$ cat src/rtl/alu_seq.sv
`default_nettype none
// ============================================================================
// Module  : alu_seq
// Brief   : Handshaked ADD/SUB/NEG ALU with a multi-cycle shift-add unsigned MUL.
// Revision: 1.0 - initial release
// ============================================================================
module alu_seq #(
    parameter int WIDTH = 8
) (
    input  logic             clk,
    input  logic             rst_n,
    input  logic             in_valid,
    output logic             in_ready,
    input  logic [1:0]       op,
    input  logic [WIDTH-1:0] a,
    input  logic [WIDTH-1:0] b,
    output logic             out_valid,
    input  logic             out_ready,
    output logic [WIDTH-1:0] result,
    output logic             cout,
    output logic             zero,
    output logic             ovf
);

    localparam int             CW       = $clog2(WIDTH);
    localparam logic [CW-1:0]  c_last   = CW'(WIDTH - 1);
    localparam logic [1:0]     c_op_sub = 2'b01;
    localparam logic [1:0]     c_op_neg = 2'b10;
    localparam logic [1:0]     c_op_mul = 2'b11;

    typedef enum logic [1:0] {
        S_IDLE = 2'd0,
        S_MUL  = 2'd1,
        S_DONE = 2'd2
    } state_t;

    state_t               r_state;
    logic [2*WIDTH-1:0]   r_acc;
    logic [2*WIDTH-1:0]   r_mcand;
    logic [WIDTH-1:0]     r_mplier;
    logic [CW-1:0]        r_cnt;

    logic [WIDTH-1:0]     w_x;
    logic [WIDTH-1:0]     w_y;
    logic                 w_cin;
    logic [WIDTH:0]       w_sum;
    logic                 w_ovf;
    logic [2*WIDTH-1:0]   w_acc_next;

    // ADD, SUB and NEG all share one adder: x + y + cin.
    always_comb begin
        w_x   = a;
        w_y   = b;
        w_cin = 1'b0;
        case (op)
            c_op_sub: begin
                w_y   = ~b;
                w_cin = 1'b1;
            end
            c_op_neg: begin
                w_x   = ~a;
                w_y   = '0;
                w_cin = 1'b1;
            end
            default: ;
        endcase
    end

    assign w_sum = {1'b0, w_x} + {1'b0, w_y} + {{WIDTH{1'b0}}, w_cin};

    // For NEG (x=~a, y=0) this fires only for a == 100..0.
    assign w_ovf = (w_x[WIDTH-1] == w_y[WIDTH-1]) & (w_sum[WIDTH-1] != w_x[WIDTH-1]);

    assign w_acc_next = r_acc + (r_mplier[0] ? r_mcand : {2*WIDTH{1'b0}});

    always_ff @(posedge clk or negedge rst_n) begin
        if (!rst_n) begin
            r_state  <= S_IDLE;
            result   <= '0;
            cout     <= 1'b0;
            zero     <= 1'b0;
            ovf      <= 1'b0;
            r_acc    <= '0;
            r_mcand  <= '0;
            r_mplier <= '0;
            r_cnt    <= '0;
        end else begin
            case (r_state)
                S_IDLE: begin
                    if (in_valid) begin
                        if (op == c_op_mul) begin
                            r_acc    <= '0;
                            r_mcand  <= {{WIDTH{1'b0}}, a};
                            r_mplier <= b;
                            r_cnt    <= '0;
                            r_state  <= S_MUL;
                        end else begin
                            result  <= w_sum[WIDTH-1:0];
                            cout    <= w_sum[WIDTH];
                            zero    <= (w_sum[WIDTH-1:0] == '0);
                            ovf     <= w_ovf;
                            r_state <= S_DONE;
                        end
                    end
                end
                S_MUL: begin
                    r_acc    <= w_acc_next;
                    r_mcand  <= r_mcand << 1;
                    r_mplier <= r_mplier >> 1;
                    r_cnt    <= r_cnt + 1'b1;
                    if (r_cnt == c_last) begin
                        result  <= w_acc_next[WIDTH-1:0];
                        cout    <= |w_acc_next[2*WIDTH-1:WIDTH];
                        zero    <= (w_acc_next[WIDTH-1:0] == '0);
                        ovf     <= 1'b0;
                        r_state <= S_DONE;
                    end
                end
                S_DONE: begin
                    if (out_ready) begin
                        r_state <= S_IDLE;
                    end
                end
                default: r_state <= S_IDLE;
            endcase
        end
    end

    assign in_ready  = (r_state == S_IDLE);
    assign out_valid = (r_state == S_DONE);

endmodule
`default_nettype wire

$ cat config.mk
export PLATFORM = sky130hd
export DESIGN_NAME = alu_seq
export DESIGN_NICKNAME = d
export VERILOG_FILES = /design/src/rtl/alu_seq.sv
export SDC_FILE = /design/constraint.sdc
export NUM_CORES = 1
export LEC_CHECK = 0
export ABC_CLOCK_PERIOD_IN_PS = 3500
export BUFFER_PORTS_ARGS = -buffer_cell sky130_fd_sc_hd__buf_2
export CORE_ASPECT_RATIO = 1.75
export CORE_MARGIN = 2
export CORE_UTILIZATION = 60
export CTS_CLUSTER_DIAMETER = 40
export CTS_CLUSTER_SIZE = 28
export DETAILED_ROUTE_END_ITERATION = 6
export HOLD_SLACK_MARGIN = 0.08
export PLACE_DENSITY_LB_ADDON = 0.3
export SLEW_MARGIN = 20
export SYNTH_ARGS = -nofsm -noshare
export SYNTH_HDL_FRONTEND = slang
export SYNTH_SLANG_ARGS = --single-unit
$ cat constraint.sdc
create_clock -name clk -period 3.5 [get_ports clk]
set_input_delay 0.175 -clock clk [delete_from_list [all_inputs] [get_ports clk]]
set_output_delay 0.175 -clock clk [all_outputs]
set_load 0.05 [all_outputs]
==> metrics.md, run 1 <==
| Metric | Value |
|---|---|
| CP Data Arrival Time | `approximately 3.4 ns` |
| Setup Viol. Count Final | `0` |
| Min Tclk post-route | `3.25 ns` |
| Synthesized area per cell | `9.10 um2` |
| Combinational power share | `52.6%` |
| Simple-gate share of the synthesized area | `17.7%` |
| Top-area cell type share of the netlist area | `between 30% and 40%` |
| Cell count after synthesis | `404` |
| Layout cell share with drive strength beyond 1 | `14.8%` |
| Post-route ant nets | `0` |
| Die area | `about 6800 um2` |
| Mux cell area share after synthesis | `about 4.4%` |
| XOR/XNOR Fraction of Synth Area | `roughly 5.2%` |
| Grt met3 use | `~3.5%` |
| Final setup TNS | `0 ns` |
| Hold Vio Cnt, Final | `0` |
| CTS max path bufs | `2` |
| RR Startpoint | `r_mcand[0]` |
| Clock power share | `12.0%` |
| Compound-cell area share of the yosys netlist | `around 21%` |
| DRC | `0` |
| Critical path startpoint | `r_mcand[0]` |
| Final Skew | `0.00319 ns` |
| Initial antenna violation count | `0` |
| Setup bufs post-CTS | `0` |
| Buffers on Ports | `34` |
| # nets final | `490` |
| GRT Residual Overflow | `0` |
| Sequential power share | `35.4%` |
| All-layer global routing usage | `28.5%` |
| Starting density of the core | `62.5%` |
| Slew Limit Headroom | `41.5%` |
| Fin crit share | `between 90% and 100%` |
| Largest cells by area after synthesis | `dfrtp_1 38%, ha_1 9.2%, nand2_1 6.5%` |
| Gr busiest metal | `met2` |
| Top FF cell, synth | `dfrtp_1` |
| I/O pin count | `35` |
| Routed WL | `8680 um` |
| HP Class | `in2reg` |
| DR WL/cell | `16.8 um` |
| Die Height | `108 um` |
| Startpoint types | `flop` |
| YS warnings | `0` |
| Status | `completed` |
| Total power | `approximately 3.1 mW` |
| Hold_sp | `a[0]` |
| CTS Sinks | `56` |
| Clock slew at reported path FFs | `roughly 0.10 ns` |
| F_max | `307 MHz` |
| Leakage power figure | `just over 2 nW` |
| Global-route wire length before repair | `15000 um` |
| P_int | `1.65 mW` |
| Final Max Tran Viols | `0` |
| Root Buffer | `clkbuf_8` |
| HPWL after detailed placement | `6550 um` |
| Seq/Total Area, Yosys | `between 30% and 40%` |
| Layout area overhead | `10.4%` |
| Least-Margin Pin Slew | `0.877 ns` |
| Power density over cell area | `771 nW/um2` |
| Routability congestion estimate | `0.965` |
| FFs w/ async S/R, synth | `between 90% and 100%` |
| Worst EP required | `3.69 ns` |
| Largest family of logic cells by synthesized area | `compound AO/OA/AOI/OAI gates` |
| Yosys reg bits | `56` |
| Post-CTS sizing | `0` |
| Clk_lat worst skew | `0.32 ns` |
| WS Path Type | `reg2reg` |
| Via count | `3102` |
| Max FO, Critical Path | `4` |
| M1 GR Usage | `32.7%` |
| TritonCTS clock tree | `built` |
| Switch Pwr | `1.48 mW` |
| First-pass DRT Iterations | `7` |
| Setup slack, reg-to-reg | `0.25 ns` |
| Syn_nets | `about 460` |
| Max-cap violations | `0` |
| Met2 usage | `52.1%` |
| Post-Syn Area | `3670 um2` |
| Library cells used by synthesis | `51` |
| Vias per inst | `6.00` |
| Net Sw Frac | `47.2%` |
| Unrepaired setup endpoints after global routing | `false` |
| Post-synth EDFFs | `0` |
| Cell taking the most area after synthesis | `dfrtp_1` |
| Ant diodes | `0` |
| 1st-iter DRT viols | `160` |
| VDD IR-drop max | `~0.53 mV` |
| Site Rows | `37` |
| Die width | `63.2 um` |
| Core ar. | `between 5000 and 6000 um2` |
| Cts hold-fix bufs | `2` |
| CTS H-Tree Depth | `2` |
| Adder-Cell Fraction of Synth Area | `10.8%` |
| Crit end category | `flop` |
| Total CTS buffers | `5` |
| Largest net degree at the start of global routing | `48` |
| Vias in the first global route | `3142` |
cell type report:
class,instances,area (um2)
clock buffers,7,86.3
clock inverters,1,7.51
fillers,469,1820
inverters,12,45.0
multi-input cells,319,2170
flip-flops and latches,56,1400
well taps,78,97.6
repair buffers,44,250
cells in the final DEF, fill, tap and decap left out, types with 12 or more instances in the layout:
| master | Yosys | final |
|---|---|---|
| a22o_1 | 13 | 13 |
| dfrtp_1 | 56 | 56 |
| and2_1 | 15 | 15 |
| xor2_1 | 12 | 12 |
| buf_2 | 0 | 34 |
| nand2_1 | 64 | 64 |
| o21ai_0 | 43 | 43 |
| a21oi_1 | 15 | 15 |
| ha_1 | 27 | 27 |
| nor2_1 | 22 | 22 |
| mux2i_1 | 14 | 14 |
| inv_1 | 12 | 12 |
path summary, 6_finish.rpt:
kind | to | cells after the start
min | r_mcand[0] | 3
min in group asynchronous | r_mplier[4] | 2
min reg2reg | r_acc[6] | 1
max reg2reg | cout | 10
max | cout | 10
max in group asynchronous | r_state[0] | 3
flip-flops by register name, summed over array words and instances, names as in the netlist:
| register | cells |
|---|---|
| r_state | 2 |
| r_mplier | 8 |
| zero | 1 |
| r_cnt | 3 |
| ovf | 1 |
| r_mcand | 16 |
| r_acc | 16 |
| result | 8 |
| cout | 1 |
worst max-delay path, stage by stage, from the launching register on:
cell and delay (ns):
dfrtp_1 0.41, and2_1 0.17, ha_1 0.22, fa_1 0.42, a21oi_2 0.20, o211ai_2 0.15, a2111o_1 0.42, and4_4 0.21
or3_1 0.37, a2111oi_1 0.42, a31oi_1 0.14
synthesized netlist by cell type (all sizes together) (4+ instances only):
cell and number:
nand3 4, a31oi 8, a22o 13, a21o 6, nor2 22, dfrtp 56, o21ai 43, xnor2 10
and2 15, nand2 64, ha 27, or3 4, and3 5, xor2 12, a211oi 6, clkbuf 14
mux2i 14, a21oi 17, inv 12
logic make-up (layout without fill, tap and decap cells):
kind of cell	count (synthesis)	after routing
AND/OR/NAND/NOR	137	137
AO/OA/AOI/OAI	114	114
flip-flops	56	56
adder cells (fa/ha/maj)	30	30
buffers and inverters	29	64
XOR/XNOR	22	22
multiplexers	16	16
per-stage QoR:
step	cell area (um2)	std cells	util, %	setup WS (ns)	hold slack (ns)
final	4060	517	69.0	0.248	0.117
after global routing	4060	517	69.0	0.0468	0.157
after CTS	4060	517	69.0	0.265	0.116
after detailed placement	3940	507	67.0	0.0843	0.336
after global placement	3940	507	67.0	0.210	0.309
after floorplan	3670	404	-	0.299	-0.121
power groups by stage:
| stage | Sequential, mW | Combinational (mW) | Clock (mW) |
|---|---|---|---|
| after global routing | 1.14 | 1.82 | 0.406 |
| after detailed placement | 1.11 | 1.63 | 0 |
| after floorplan | 1.27 | 1.04 | 0 |
| final | 1.11 | 1.64 | 0.376 |
| after global placement | 1.10 | 1.58 | 0 |
| after CTS | 1.10 | 1.64 | 0.385 |
metal layers:
layer,up-vias,routed length [um]
met5,-,0
met4,0,305
met3,20,270
met2,77,4710
met1,1495,3390
li1,1510,-
(Power assumes the default switching activity.)
==> inputs of run 2 (changes only) <==
--- a/config.mk
+++ b/config.mk
@@ -6,7 +6,7 @@
 export NUM_CORES = 1
 export LEC_CHECK = 0
 export ABC_CLOCK_PERIOD_IN_PS = 3500
-export BUFFER_PORTS_ARGS = -buffer_cell sky130_fd_sc_hd__buf_2
+export BUFFER_PORTS_ARGS = -buffer_cell sky130_fd_sc_hd__clkbuf_2
 export CORE_ASPECT_RATIO = 1.75
 export CORE_MARGIN = 2
 export CORE_UTILIZATION = 60
==> metrics.md, run 2 (same netlist as run 1, synthesis figures left out) <==
| Metric | Value |
|---|---|
| Status | `completed` |
| Clock slew at reported path FFs | `0.10 ns` |
| Starting density of the core | `62.5%` |
| Final Max Tran Viols | `0` |
| Final Skew | `0.0136 ns` |
| Max-cap violations | `0` |
| Min Tclk post-route | `roughly 3.3 ns` |
| Max FO, Critical Path | `4` |
| First-pass DRT Iterations | `4` |
| Root Buffer | `clkbuf_8` |
| HPWL after detailed placement | `about 6400 um` |
| F_max | `306 MHz` |
| WS Path Type | `reg2reg` |
| Clk_lat worst skew | `between 0.3 and 0.4 ns` |
| Post-route ant nets | `0` |
| CTS Sinks | `56` |
| DRC | `0` |
| Vias per inst | `5.96` |
| Power density over cell area | `792 nW/um2` |
| Setup Viol. Count Final | `0` |
| 1st-iter DRT viols | `88` |
| Least-Margin Pin Slew | `roughly 1 ns` |
| Die width | `~63 um` |
| Routability congestion estimate | `0.963` |
| # nets final | `490` |
| Startpoint types | `flop` |
| I/O pin count | `35` |
| Layout cell share with drive strength beyond 1 | `14.8%` |
| Largest regs | `r_acc x16, r_mcand x16` |
| Final setup TNS | `0 ns` |
| Core ar. | `5880 um2` |
| Crit end category | `flop` |
| Via count | `around 3000` |
| Ant diodes | `0` |
| DR WL/cell | `16.7 um` |
| Worst EP required | `3.70 ns` |
| HP Class | `in2reg` |
| Global-route wire length before repair | `between 10000 and 15000 um` |
| Site Rows | `37` |
| CTS H-Tree Depth | `2` |
| Initial antenna violation count | `0` |
| Buffers on Ports | `34` |
| Slew Limit Headroom | `between 30% and 40%` |
| Die Height | `108 um` |
| Total CTS buffers | `5` |
| Routed WL | `8630 um` |
| Vias in the first global route | `3224` |
| Fin crit share | `between 90 and 100%` |
| All-layer global routing usage | `28.2%` |
| Final cell count without fillers | `~520` |
| Unrepaired setup endpoints after global routing | `false` |
| Setup bufs post-CTS | `0` |
| Layout area overhead | `11.4%` |
| GRT Residual Overflow | `0` |
| TritonCTS clock tree | `built` |
| CP Data Arrival Time | `3.48 ns` |
| CTS max path bufs | `2` |
| Hold Vio Cnt, Final | `0` |
| Most common cell after layout, fill and taps aside | `nand2_1` |
| VDD IR-drop max | `0.515 mV` |
| Largest net degree at the start of global routing | `60` |
| Die area | `6790 um2` |
| Commonest non-fill, non-tap cells in the layout | `64 x nand2_1, 56 x dfrtp_1, 43 x o21ai_0` |
| Dpl cells | `507` |
| Leakage power figure | `approximately 2 nW` |
==> run 2: changes by cell type in the layout (fill, tap and decap cells not counted), sizes merged <==
cell | previous run | this run
bufinv | 0 | 2
clkinvlp | 1 | 0
clkbuf | 7 | 38
buf | 42 | 9
==> run 2: cell type report <==
| cell class | count | area [um2] |
|---|---|---|
| clock buffers | 5 | 68.8 |
| multi-input cells | 319 | 2170 |
| fillers | 502 | 1790 |
| inverters | 12 | 45.0 |
| flip-flops and latches | 56 | 1400 |
| clock inverters | 2 | 60.1 |
| well taps | 78 | 97.6 |
| repair buffers | 44 | 253 |
==> run 2: final timing paths <==
check	start	end	slack, ns	depth (start not counted)
setup / recovery	r_mcand[0]	cout	0.23	10
hold / removal	b[7]	r_mplier[7]	0.11	3
setup reg to reg	r_mcand[0]	cout	0.23	10
hold reg to reg	r_mplier[3]	r_mplier[3]	0.49	2
max in group asynchronous	rst_n	result[6]	2.50	3
min in group asynchronous	rst_n	r_mplier[7]	0.37	2
==> run 2: timing repair <==
item	CTS	global route
setup endpoints to repair	0	1
resized for setup	0	1
hold endpoints to repair	43	0
hold buffers	2	0
==> run 2: report_power, final <==
group / internal [mW] / leakage, nW / switching, mW
Sequential: 0.911 / 0.717 / 0.189
Combinational: 0.578 / 1.27 / 1.06
Clock: 0.282 / 0.0642 / 0.217
Total: 1.77 / 2.05 / 1.47
==> run 2: stage by stage <==
step / total power, mW / hold WS, ns / util (%) / setup WS (ns) / cell area, um2
final: 3.24 / 0.113 / 69.6 / 0.228 / 4090
after global routing: 3.48 / 0.134 / 69.6 / 0.0178 / 4090
after CTS: 3.25 / 0.108 / 69.6 / 0.220 / 4090
after detailed placement: 2.74 / 0.369 / 67.0 / 0.0948 / 3940
after global placement: 2.69 / 0.364 / 67.0 / 0.202 / 3940
after floorplan: 2.31 / -0.121 / - / 0.299 / 3670
==> run 2: critical path, stage by stage (launching register included) <==
cell and delay (ns):
dfrtp_1 0.41, and2_1 0.17, ha_1 0.22, fa_1 0.43, a21oi_2 0.20, o211ai_2 0.15, a2111o_1 0.43, and4_4 0.21
or3_1 0.37, a2111oi_1 0.43, a31oi_1 0.13
==> run 2: per-layer routing <==
metal	track usage [%]	vias to the layer above	wire length, um
li1	-	1511	-
met1	31.3	1463	3440
met2	49.2	62	4480
met3	3.87	37	180
met4	20.0	0	529
met5	0	-	0
